--- src/rtl/jts16_obj_zdraw.sv ---
// jts16_obj_zdraw -- sprite line drawer for the System 16 / OutRun object path.
//
// It fetches packed pixel words from object ROM through the SDRAM slot
// handshake. It steps through the pixels with a fixed-point horizontal zoom
// accumulator. Every non-transparent pixel is written into the line buffer,
// walking the buffer address forward or backward.
//
// Ports
//   rst, clk        asynchronous active-high reset, clock
//   hstart          line start; aborts any draw (sets late if one was running)
//   start           one-cycle draw request; attributes sampled in that cycle
//   busy/done/late  draw in progress / completion pulse / sticky abort flag
//   xpos, addr      first line-buffer address / first ROM word address
//   prio, shadow,
//   pal             attributes packed into every buffer write
//   hzoom           accumulator step per drawn pixel (ZONE = 1:1)
//   hflip           LSB-first pixel order, ROM address decrements
//   backwd          buffer address decrements
//   xmin, xmax      inclusive clip limits (xmax forward, xmin backward)
//   rom_*           ROM slot: rom_cs/rom_addr request, rom_ok/rom_data reply
//   bf_*            registered line-buffer write port; bf_data = {pal,shadow,prio,pixel}
//   dbg_state       current FSM state (0 idle, 1 fetch, 2 draw)
//
// Handshake: a ROM request is open while rom_cs=1. rom_addr is held stable
// during the whole request. The word is taken in the first cycle with
// rom_cs=1 and rom_ok=1, and rom_cs drops in the following cycle.
module jts16_obj_zdraw #(
  parameter int DW   = 32,
  parameter int PW   = 4,
  parameter int AW   = 9,
  parameter int RAW  = 18,
  parameter int ZW   = 10,
  parameter int ZONE = 512,
  parameter int PALW = 7
)(
  input  logic                   rst,
  input  logic                   clk,
  input  logic                   hstart,
  input  logic                   start,
  output logic                   busy,
  output logic                   done,
  output logic                   late,
  input  logic [AW-1:0]          xpos,
  input  logic [RAW-1:0]         addr,
  input  logic [1:0]             prio,
  input  logic                   shadow,
  input  logic [PALW-1:0]        pal,
  input  logic [ZW-1:0]          hzoom,
  input  logic                   hflip,
  input  logic                   backwd,
  input  logic [AW-1:0]          xmin,
  input  logic [AW-1:0]          xmax,
  input  logic                   rom_ok,
  output logic                   rom_cs,
  output logic [RAW-1:0]         rom_addr,
  input  logic [DW-1:0]          rom_data,
  output logic                   bf_we,
  output logic [AW-1:0]          bf_addr,
  output logic [PALW+3+PW-1:0]   bf_data,
  output logic [1:0]             dbg_state
);

  localparam int NPX  = DW / PW;
  localparam int PIXW = (NPX > 1) ? $clog2(NPX) : 1;
  localparam int ACCW = ZW + 3;
  localparam logic [ACCW-1:0] ZONE_A  = ACCW'(ZONE);
  localparam logic [PIXW-1:0] LAST_PX = PIXW'(NPX - 1);

  typedef enum logic [1:0] {
    ST_IDLE  = 2'd0,
    ST_FETCH = 2'd1,
    ST_DRAW  = 2'd2
  } state_t;

  state_t state_q, state_d;

  // Attributes latched at start
  logic [1:0]      prio_q;
  logic            shadow_q;
  logic [PALW-1:0] pal_q;
  logic [ZW-1:0]   hzoom_q;
  logic            hflip_q;
  logic            backwd_q;
  logic [AW-1:0]   xmin_q;
  logic [AW-1:0]   xmax_q;

  // Datapath
  logic [DW-1:0]   word_q;   // shifted so the current pixel sits at one end
  logic [ACCW-1:0] acc_q;
  logic [PIXW-1:0] pix_q;
  logic [AW-1:0]   pos_q;    // next buffer address to draw

  // Decode
  logic [PW-1:0]   cur_pix;
  logic            end_mark;
  logic            draw_step;
  logic            adv_step;
  logic            clip_hit;
  logic            word_end;
  logic [AW-1:0]   limit;

  always_comb begin
    cur_pix   = hflip_q ? word_q[PW-1:0] : word_q[DW-1 -: PW];
    end_mark  = &cur_pix;
    limit     = backwd_q ? xmin_q : xmax_q;
    draw_step = 1'b0;
    adv_step  = 1'b0;
    if (state_q == ST_DRAW && !end_mark) begin
      draw_step = (acc_q < ZONE_A);
      adv_step  = !(acc_q < ZONE_A);
    end
    clip_hit  = draw_step && (pos_q == limit);
    word_end  = adv_step && (pix_q == LAST_PX);
  end

  // State register
  always_ff @(posedge clk or posedge rst) begin
    if (rst) state_q <= ST_IDLE;
    else     state_q <= state_d;
  end

  // Next-state logic: hstart beats start, start beats everything else
  always_comb begin
    state_d = state_q;
    if (hstart) begin
      state_d = ST_IDLE;
    end else if (start) begin
      state_d = ST_FETCH;
    end else begin
      case (state_q)
        ST_FETCH: if (rom_ok) state_d = ST_DRAW;
        ST_DRAW: begin
          if (end_mark || clip_hit) state_d = ST_IDLE;
          else if (word_end)        state_d = ST_FETCH;
        end
        default: state_d = ST_IDLE;
      endcase
    end
  end

  // State-decoded outputs
  always_comb begin
    busy      = (state_q != ST_IDLE);
    rom_cs    = (state_q == ST_FETCH);
    dbg_state = state_q;
  end

  // Datapath and registered outputs
  always_ff @(posedge clk or posedge rst) begin
    if (rst) begin
      prio_q   <= '0;
      shadow_q <= 1'b0;
      pal_q    <= '0;
      hzoom_q  <= '0;
      hflip_q  <= 1'b0;
      backwd_q <= 1'b0;
      xmin_q   <= '0;
      xmax_q   <= '0;
      word_q   <= '0;
      acc_q    <= '0;
      pix_q    <= '0;
      pos_q    <= '0;
      rom_addr <= '0;
      bf_we    <= 1'b0;
      bf_addr  <= '0;
      bf_data  <= '0;
      done     <= 1'b0;
      late     <= 1'b0;
    end else begin
      bf_we <= 1'b0;
      done  <= 1'b0;
      if (hstart) begin
        if (busy) late <= 1'b1;
      end else if (start) begin
        prio_q   <= prio;
        shadow_q <= shadow;
        pal_q    <= pal;
        hzoom_q  <= hzoom;
        hflip_q  <= hflip;
        backwd_q <= backwd;
        xmin_q   <= xmin;
        xmax_q   <= xmax;
        rom_addr <= addr;
        bf_addr  <= xpos;
        pos_q    <= xpos;
        acc_q    <= '0;
        pix_q    <= '0;
        late     <= 1'b0;
      end else begin
        case (state_q)
          ST_FETCH: if (rom_ok) word_q <= rom_data;
          ST_DRAW: begin
            if (end_mark) begin
              done <= 1'b1;
            end else if (draw_step) begin
              bf_we   <= |cur_pix;
              bf_addr <= pos_q;
              bf_data <= {pal_q, shadow_q, prio_q, cur_pix};
              acc_q   <= acc_q + ACCW'(hzoom_q);
              pos_q   <= backwd_q ? pos_q - AW'(1) : pos_q + AW'(1);
              if (clip_hit) done <= 1'b1;
            end else begin
              acc_q <= acc_q - ZONE_A;
              if (pix_q == LAST_PX) begin
                pix_q    <= '0;
                rom_addr <= hflip_q ? rom_addr - RAW'(1) : rom_addr + RAW'(1);
              end else begin
                pix_q  <= pix_q + PIXW'(1);
                word_q <= hflip_q ? (word_q >> PW) : (word_q << PW);
              end
            end
          end
          default: ;
        endcase
      end
    end
  end

endmodule

--- config.mk ---
export PLATFORM = sky130hd
export DESIGN_NAME = jts16_obj_zdraw
export DESIGN_NICKNAME = d
export VERILOG_FILES = /design/src/rtl/jts16_obj_zdraw.sv
export SDC_FILE = /design/constraint.sdc
export NUM_CORES = 1
export LEC_CHECK = 0
export BUFFER_PORTS_ARGS = -buffer_cell sky130_fd_sc_hd__buf_2
export CAP_MARGIN = 20
export CORE_ASPECT_RATIO = 0.9
export CORE_MARGIN = 2
export CORE_UTILIZATION = 56
export DETAILED_ROUTE_END_ITERATION = 12
export GPL_ROUTABILITY_DRIVEN = 0
export PLACE_DENSITY_LB_ADDON = 0.25
export SETUP_SLACK_MARGIN = 0.3
export SYNTH_ARGS = -nofsm -noshare
export SYNTH_HDL_FRONTEND = slang
export SYNTH_SLANG_ARGS = --single-unit
--- constraint.sdc ---
create_clock -name clk -period 5.09 [get_ports clk]
set_clock_uncertainty 0.05 [all_clocks]
set_input_delay 0.2545 -clock clk [delete_from_list [all_inputs] [get_ports clk]]
set_output_delay 0.2545 -clock clk [all_outputs]
set_load 0.005 [all_outputs]
==> impl_metrics.toml, run 1 <==
[run_status]
status = "finished clean"

[clocking]
clk_latency_ns = 0.42
clock_path_buffers = 2
clkSlewWorstSetupHoldPaths_ns = 0.06
cts_buffers = 17
cts_resized = 0
post_cts_buffers = 0
cts_root_buf = "clkbuf_16"
cts_tree = "built"
h-tree-depth = 4
cts_sinks = 143
ctsHoldBuffers = 7

[synth]
ys.warnings.count = 0
seq_area_frac_synth_pct = 44.39
synth.avg_cell_area_um2 = 9.473
synth_edf_count = 0
synth_xor_xnor_area_share_pct = 3.585
synth_cell_type_count = 61
synth-async-reset-ratio_pct = 100.0
synthSimpleGateAreaFrac_pct = 14.47
synth_mux_area_share_pct = 10.90
mappedNetlistArea_um2 = 8061
synth_top_family_by_area = "compound AO/OA/AOI/OAI gates"
ys_ff_latch = 143
synthFlopType = "dfrtp_1"
synth_compound_area_share_pct = 17.24
syn_inst = 851
syn_nets = 994
synthAdderAreaFrac_pct = 6.332

[hold_path]
min_path_type = "in2reg"

[timing]
setup-tns-final_ns = 0
worst_pin_slew_ns = 1.050
relSlewSlack_pct = 29.91
finalHoldViolCount = 0
timing.hold.ws_ns = 0.009670
fin_crit_sh_pct = 66.59
maxSlewViolCount = 0
setup_viol = 0
setup_slack_ns = 1.701
rsz0062_at_grt = "no"
fmax_mhz = 295.0
finalCriticalPeriod_ns = 3.389

[grt]
grt-ovfl-total = 0
grt_pass1_vias = 6225
grt_max_degree = 100
track_usage_pct = 24.90
antenna_found_initial = 1
grt_pass1_wl_um = 30620

[place]
dpl_worst_slack_ns = 1.745
dp.cells = 1155
dpl_cell_area_um2 = 8929
dp_hpwl_um = 12590
port_buffers = 151

[power_and_ir_drop]
p_int_mw = 2.665
power_density_nw_per_um2 = 412.1
clkPwrFrac_pct = 31.2
fin_total_pwr_mw = 3.984
p_sw_share_pct = 33.12
comb_power_share_pct = 29.5
p_leak_nw = 4.591
switching_power_mw = 1.320
vdd_ir_drop_max_uv = 247.7
p_seq_share_pct = 39.3

[layout]
antenna_cells = 0
fillers = 1114
syn_to_final_growth_pct = 19.91
fin_area_um2 = 9667
finalNonFillerCells = 1199
final_util_pct = 68.77
drive_gt1_share_pct = 24.85
final_nets = 1136
layout.cells.most_common_list = "buf_2, dfrtp_1, nand2_1, o21ai_0, a21oi_1"
final_common_cell = "buf_2"

[flow_run]
cap_violations = 0

[floorplan]
die_width_um = 130.5
rows = 41
initial_core_util_pct = 57.35
die_area_um2 = 15370
die_h_um = 117.8
core_area_um2 = 14060
pin_count = 152

[worst_setup_path]
cp.buffers_inverters = 1
crit_slowest_cell = "dfrtp_2"
cp_data_arrival_time_ns = 3.63
cp_top_family = "compound AO/OA/AOI/OAI gates"
critPathCaptureType = "flip-flop"
max_stage_delay_ns = 0.97
worstPathCellList = "buf_4, ha_1, a21oi_1, nor2b_1, o21ai_0, o211ai_1, o41ai_2, xnor2_1, mux2i_1, a211oi_1"
start_kind = "flip-flop"
crit_type = "reg2reg"
crit_fanout = 39
critPathRequiredTime_ns = 5.33

[routing]
vias = 6611
wirelength_um = 18380
first_pass_iters = 5
drc = 0
via_per_inst = 5.514
drt_iter0_drc = 512
wl_per_cell_um = 15.33
antenna_left = 0
## power by group through the flow
stage / Sequential [mW] / Clock [mW] / Combinational (mW)
CTS: 1.56 / 1.26 / 1.17
floorplan: 1.52 / 0 / 0.889
finish: 1.57 / 1.24 / 1.17
detailed placement: 1.58 / 0 / 1.15
global placement: 1.58 / 0 / 1.12
global route: 1.60 / 1.31 / 1.33
## kinds of logic after synthesis
logic type | after synthesis
xor+xnor | 33
flops | 143
compound gates | 232
mux | 83
fa+ha+maj | 39
simple gates | 260
buf+inv | 61
## sequential cells by signal, summed over array words and instances (netlist names), 2 cells and up
register   flops
word_q        32
rom_addr      18
hzoom_q       10
pix_q          3
pal_q          7
pos_q          9
prio_q         2
bf_addr        9
xmax_q         9
dbg_state      2
acc_q         13
bf_data       14
xmin_q         9
## per-layer routing
metal / vias to the layer above / share of wire [%] / global-route usage, %
li1: 3303 / - / -
met5: - / 0.071 / 0
met1: 3073 / 47 / 36.52
met4: 2 / 0.91 / 5.519
met2: 214 / 45 / 37.63
met3: 19 / 6.9 / 6.136
## synth_stat cells (all sizes together) (2+ instances only)
cell    instances  area share (%)
dfrtp         143              44
nand2         121             5.7
o21ai          84             5.2
a21oi          78             4.8
nor2           64             3.0
mux2i          45             5.6
mux2           38             5.3
ha             36             5.6
xnor2          25             2.7
clkbuf         24             1.1
buf            21             1.2
inv            16            0.75
a21o           12             1.1
nor2b          10            0.78
nor3           10            0.68
a22oi           9            0.84
nand3           9            0.56
o21a            8            0.75
or2             8            0.62
xor2            8            0.87
and3            7            0.54
a211oi          6            0.56
a31oi           6            0.47
nand2b          6            0.47
nor3b           6            0.56
nand4           5            0.39
nor4            5            0.39
a221oi          3            0.48
a22o            3            0.33
and2            3            0.23
fa              3            0.75
o21bai          3            0.28
o31a            3            0.33
a221o           2            0.25
o31ai           2            0.25
o41ai           2            0.31
or4             2            0.19
## final cells by class
type | instances | area (um^2) | share of cell area, %
multi-input combinational | 647 | 4249 | 43.96
sequential | 143 | 3580 | 37.03
timing repair buffer | 168 | 942.2 | 9.746
clock buffer | 17 | 425.4 | 4.401
tap | 193 | 241.5 | 2.498
clock inverter | 15 | 163.9 | 1.696
inverter | 16 | 65.06 | 0.6731
## final timing paths
kind / start / endpoint / slack [ns] / depth (start not counted)
max in group asynchronous: rst / rom_addr[15] / 3.37 / 4
worst min register to register: pal_q[4] / bf_data[11] / 0.42 / 2
worst max-delay path: hflip_q / rom_addr[17] / 1.70 / 10
worst min-delay path: hzoom[1] / hzoom_q[1] / 0.01 / 3
min in group asynchronous: rst / word_q[16] / 0.50 / 3
worst max register to register: hflip_q / rom_addr[17] / 1.70 / 10
## worst reg2reg max path: stages, from the launching register on
cell	delay (ns)
dfrtp_2	0.97
buf_4	0.43
ha_1	0.36
a21oi_1	0.18
nor2b_1	0.06
o21ai_0	0.16
o211ai_1	0.18
o41ai_2	0.39
xnor2_1	0.18
mux2i_1	0.21
a211oi_1	0.08
(Power assumes the default switching activity.)
==> inputs of run 2 (changes only) <==
- ABC_AREA: not set -> 1
- CORE_UTILIZATION: 56 -> 52
- clock period: 5.09 -> 2.75 ns (I/O delays scaled with it)
==> run 2 against run 1 <==
Net effect: the run now ends with DRC left; sequential power rose by 81%; clock-buffer cell count increased by 4; die area up 15%; final cell count up 40%; synthesized cell count increased by 43%; area after synthesis up 7.6%; combinational power up 110%; critical path depth down 1; non-clock buffer count up 91; worst hold slack got worse by 0.0096 ns; cell area up 15%.
==> impl_metrics.toml, run 2 <==
[run_status]
status = "finished, violations left"
violations = "DRC"

[clocking]
clock_path_buffers = 2
h-tree-depth = 4
clkSlewWorstSetupHoldPaths_ns = 0.06
cts_buffers = 17
cts_tree = "built"
clk_latency_ns = 0.43
cts_sinks = 143
cts_root_buf = "clkbuf_16"

[floorplan]
rows = 44
die_area_um2 = 17730
pin_count = 152
initial_core_util_pct = 53.41
die_h_um = 126.5
die_width_um = 140.1
core_area_um2 = 16240

[power_and_ir_drop]
vdd_ir_drop_max_uv = 646.3
p_leak_nw = 5.957
power_density_nw_per_um2 = 674.2

[timing]
fin_crit_sh_pct = 83.59
finalHoldViolCount = 0
finalCriticalPeriod_ns = 2.299
setup-tns-final_ns = 0
fmax_mhz = 435.0
relSlewSlack_pct = 40.23
maxSlewViolCount = 0
timing.hold.ws_ns = 0.00006797
setup_slack_ns = 0.4514
rsz0062_at_grt = "no"
worst_pin_slew_ns = 0.8947
setup_viol = 0

[layout]
final_common_cell = "nand2_1"
finalNonFillerCells = 1673
reg.largest.list = "word_q (32), rom_addr (18), bf_data (14)"
final_nets = 1597
fillers = 1339
regMostFlops = "word_q"
multi_input_comb_area_um2 = 4454
drive_gt1_share_pct = 15.48
seq_area_um2 = 3581
final_util_pct = 68.67
antenna_cells = 0
largest_reg_flops = 32
syn_to_final_growth_pct = 28.57
layout.cells.most_common_list = "nand2_1, buf_2, dfrtp_1, inv_1, dlygate4sd3_1"

[synth]
synth_edf_count = 0
syn_nets = 1363
synth_area_leaders = "dfrtp_1, nand2_1, ha_1"
ys.warnings.count = 0
synthFlopType = "dfrtp_1"
yosysMostFrequentCell = "nand2_1"
seq_area_frac_synth_pct = 41.25
ys_ff_latch = 143
yosysTopAreaCell = "dfrtp_1"
synth.avg_cell_area_um2 = 7.110
syn_inst = 1220
synth-async-reset-ratio_pct = 100.0
mappedNetlistArea_um2 = 8675
netlist_top_cells_count = "nand2_1, dfrtp_1, inv_1, o21ai_0, nor2_1"
synth_cell_type_count = 43
synth_top_area_share_pct = 41.25

[grt]
grt-ovfl-total = 0
antenna_found_initial = 0
grtUsageMet3_pct = 4.945
grt_use_met2_pct = 44.46
track_usage_pct = 27.01
grt_use_met1_pct = 36.77
grt_max_degree = 65
busiest_layer = "met2"
grt_pass1_wl_um = 38990
grt_pass1_vias = 8115

[routing]
vias = 8755
first_pass_iters = 11
wl_per_cell_um = 14.33
via_per_inst = 5.233
antenna_left = 0
wirelength_um = 23970
drc = 7
drt_iter0_drc = 738

[worst_setup_path]
critPathRequiredTime_ns = 3.01
critPathCaptureType = "flip-flop"
cp_data_arrival_time_ns = 2.55
crit_type = "reg2reg"
start_kind = "flip-flop"
ff2ff_path_depth = 9
crit_fanout = 33

[hold_path]
hold_path_depth = 3
min_path_type = "in2reg"

[place]
dpl_worst_slack_ns = 0.3172
port_buffers = 151
dp.cells = 1549
dp_hpwl_um = 15520

[flow_run]
cap_violations = 0
## run 2: cell types whose count changed after synthesis, moves of 7 or more
| cell | before | now |
|---|---|---|
| and3_1 | 7 | 0 |
| a22oi_1 | 9 | 22 |
| nand3_1 | 9 | 56 |
| mux2_2 | 38 | 0 |
| xnor2_1 | 25 | 4 |
| a21o_1 | 12 | 1 |
| buf_2 | 16 | 9 |
| nor2b_1 | 10 | 0 |
| mux2i_1 | 45 | 2 |
| nand2_1 | 120 | 482 |
| o21ai_1 | 2 | 42 |
| inv_1 | 16 | 119 |
| a21oi_1 | 78 | 55 |
## run 2: layout make-up
cell class | count | share of cell area (%)
clock buffers | 21 | 4.218
flip-flops and latches | 143 | 32.11
multi-input cells | 909 | 39.94
repair buffers | 259 | 16.36
clock inverters | 10 | 0.7965
inverters | 124 | 4.263
well taps | 207 | 2.322
## run 2: metrics by stage
stage	total power [mW]	instance area [um^2]
2_1_floorplan	4.454	8678
3_3_place_gp	5.079	9634
3_5_place_dp	5.145	9634
4_1_cts	7.471	11070
5_1_grt	8.029	11150
6_report	7.519	11150
## run 2: cells by family (layout without fill, tap and decap cells)
| logic type | after synthesis | count (layout) | synth area share (%) |
|---|---|---|---|
| AND/OR/NAND/NOR | 629 | 631 | 29.06 |
| multiplexers | 2 | 2 | 0.2308 |
| buffers and inverters | 170 | 414 | 8.077 |
| AO/OA/AOI/OAI | 225 | 225 | 14.28 |
| flip-flops | 143 | 143 | 41.25 |
| XOR/XNOR | 12 | 12 | 1.212 |
| adder cells (fa/ha/maj) | 39 | 39 | 5.885 |
## run 2: timing repair
item	CTS	global route
hold buffers	88	0
cloned	0	2
hold endpoints to repair	125	0
gates resized for setup	0	7
endpoints found under the setup margin	3	57
buffers inserted	0	3
## run 2: critical path, stage by stage, from the launching register on
cell and delay [ns]:
dfrtp_2 0.49, buf_12 0.20, nand2_1 0.07, o21ai_0 0.07, nand2_1 0.08, nor2_2 0.06
o21ai_2 0.36, nand4_4 0.49, nand2_1 0.20, o21ai_1 0.09
## run 2: power by group
group	leakage, nW	total, mW	internal (mW)	switching, mW
clock network	0.267	2.23	1.30	0.922
logic	3.87	2.46	1.00	1.45
registers	1.82	2.84	2.51	0.327
total	5.96	7.52	4.82	2.70
## run 2: worst paths after layout
check | start | to | slack, ns
max | hflip_q | word_q[24] | 0.45
min | rom_data[30] | word_q[30] | 0.00007
max reg2reg | hflip_q | word_q[24] | 0.45
min reg2reg | bf_addr[1] | bf_addr[1] | 0.41
max in group asynchronous | rst | backwd_q | 1.54
min in group asynchronous | rst | bf_data[7] | 0.38
## run 2: metal layers
layer  vias to the layer above  wire length (um)
met4                         0               486
met1                      4006             10820
li1                       4391                 -
met5                         -                 0
met3                        43              1385
met2                       315             11280
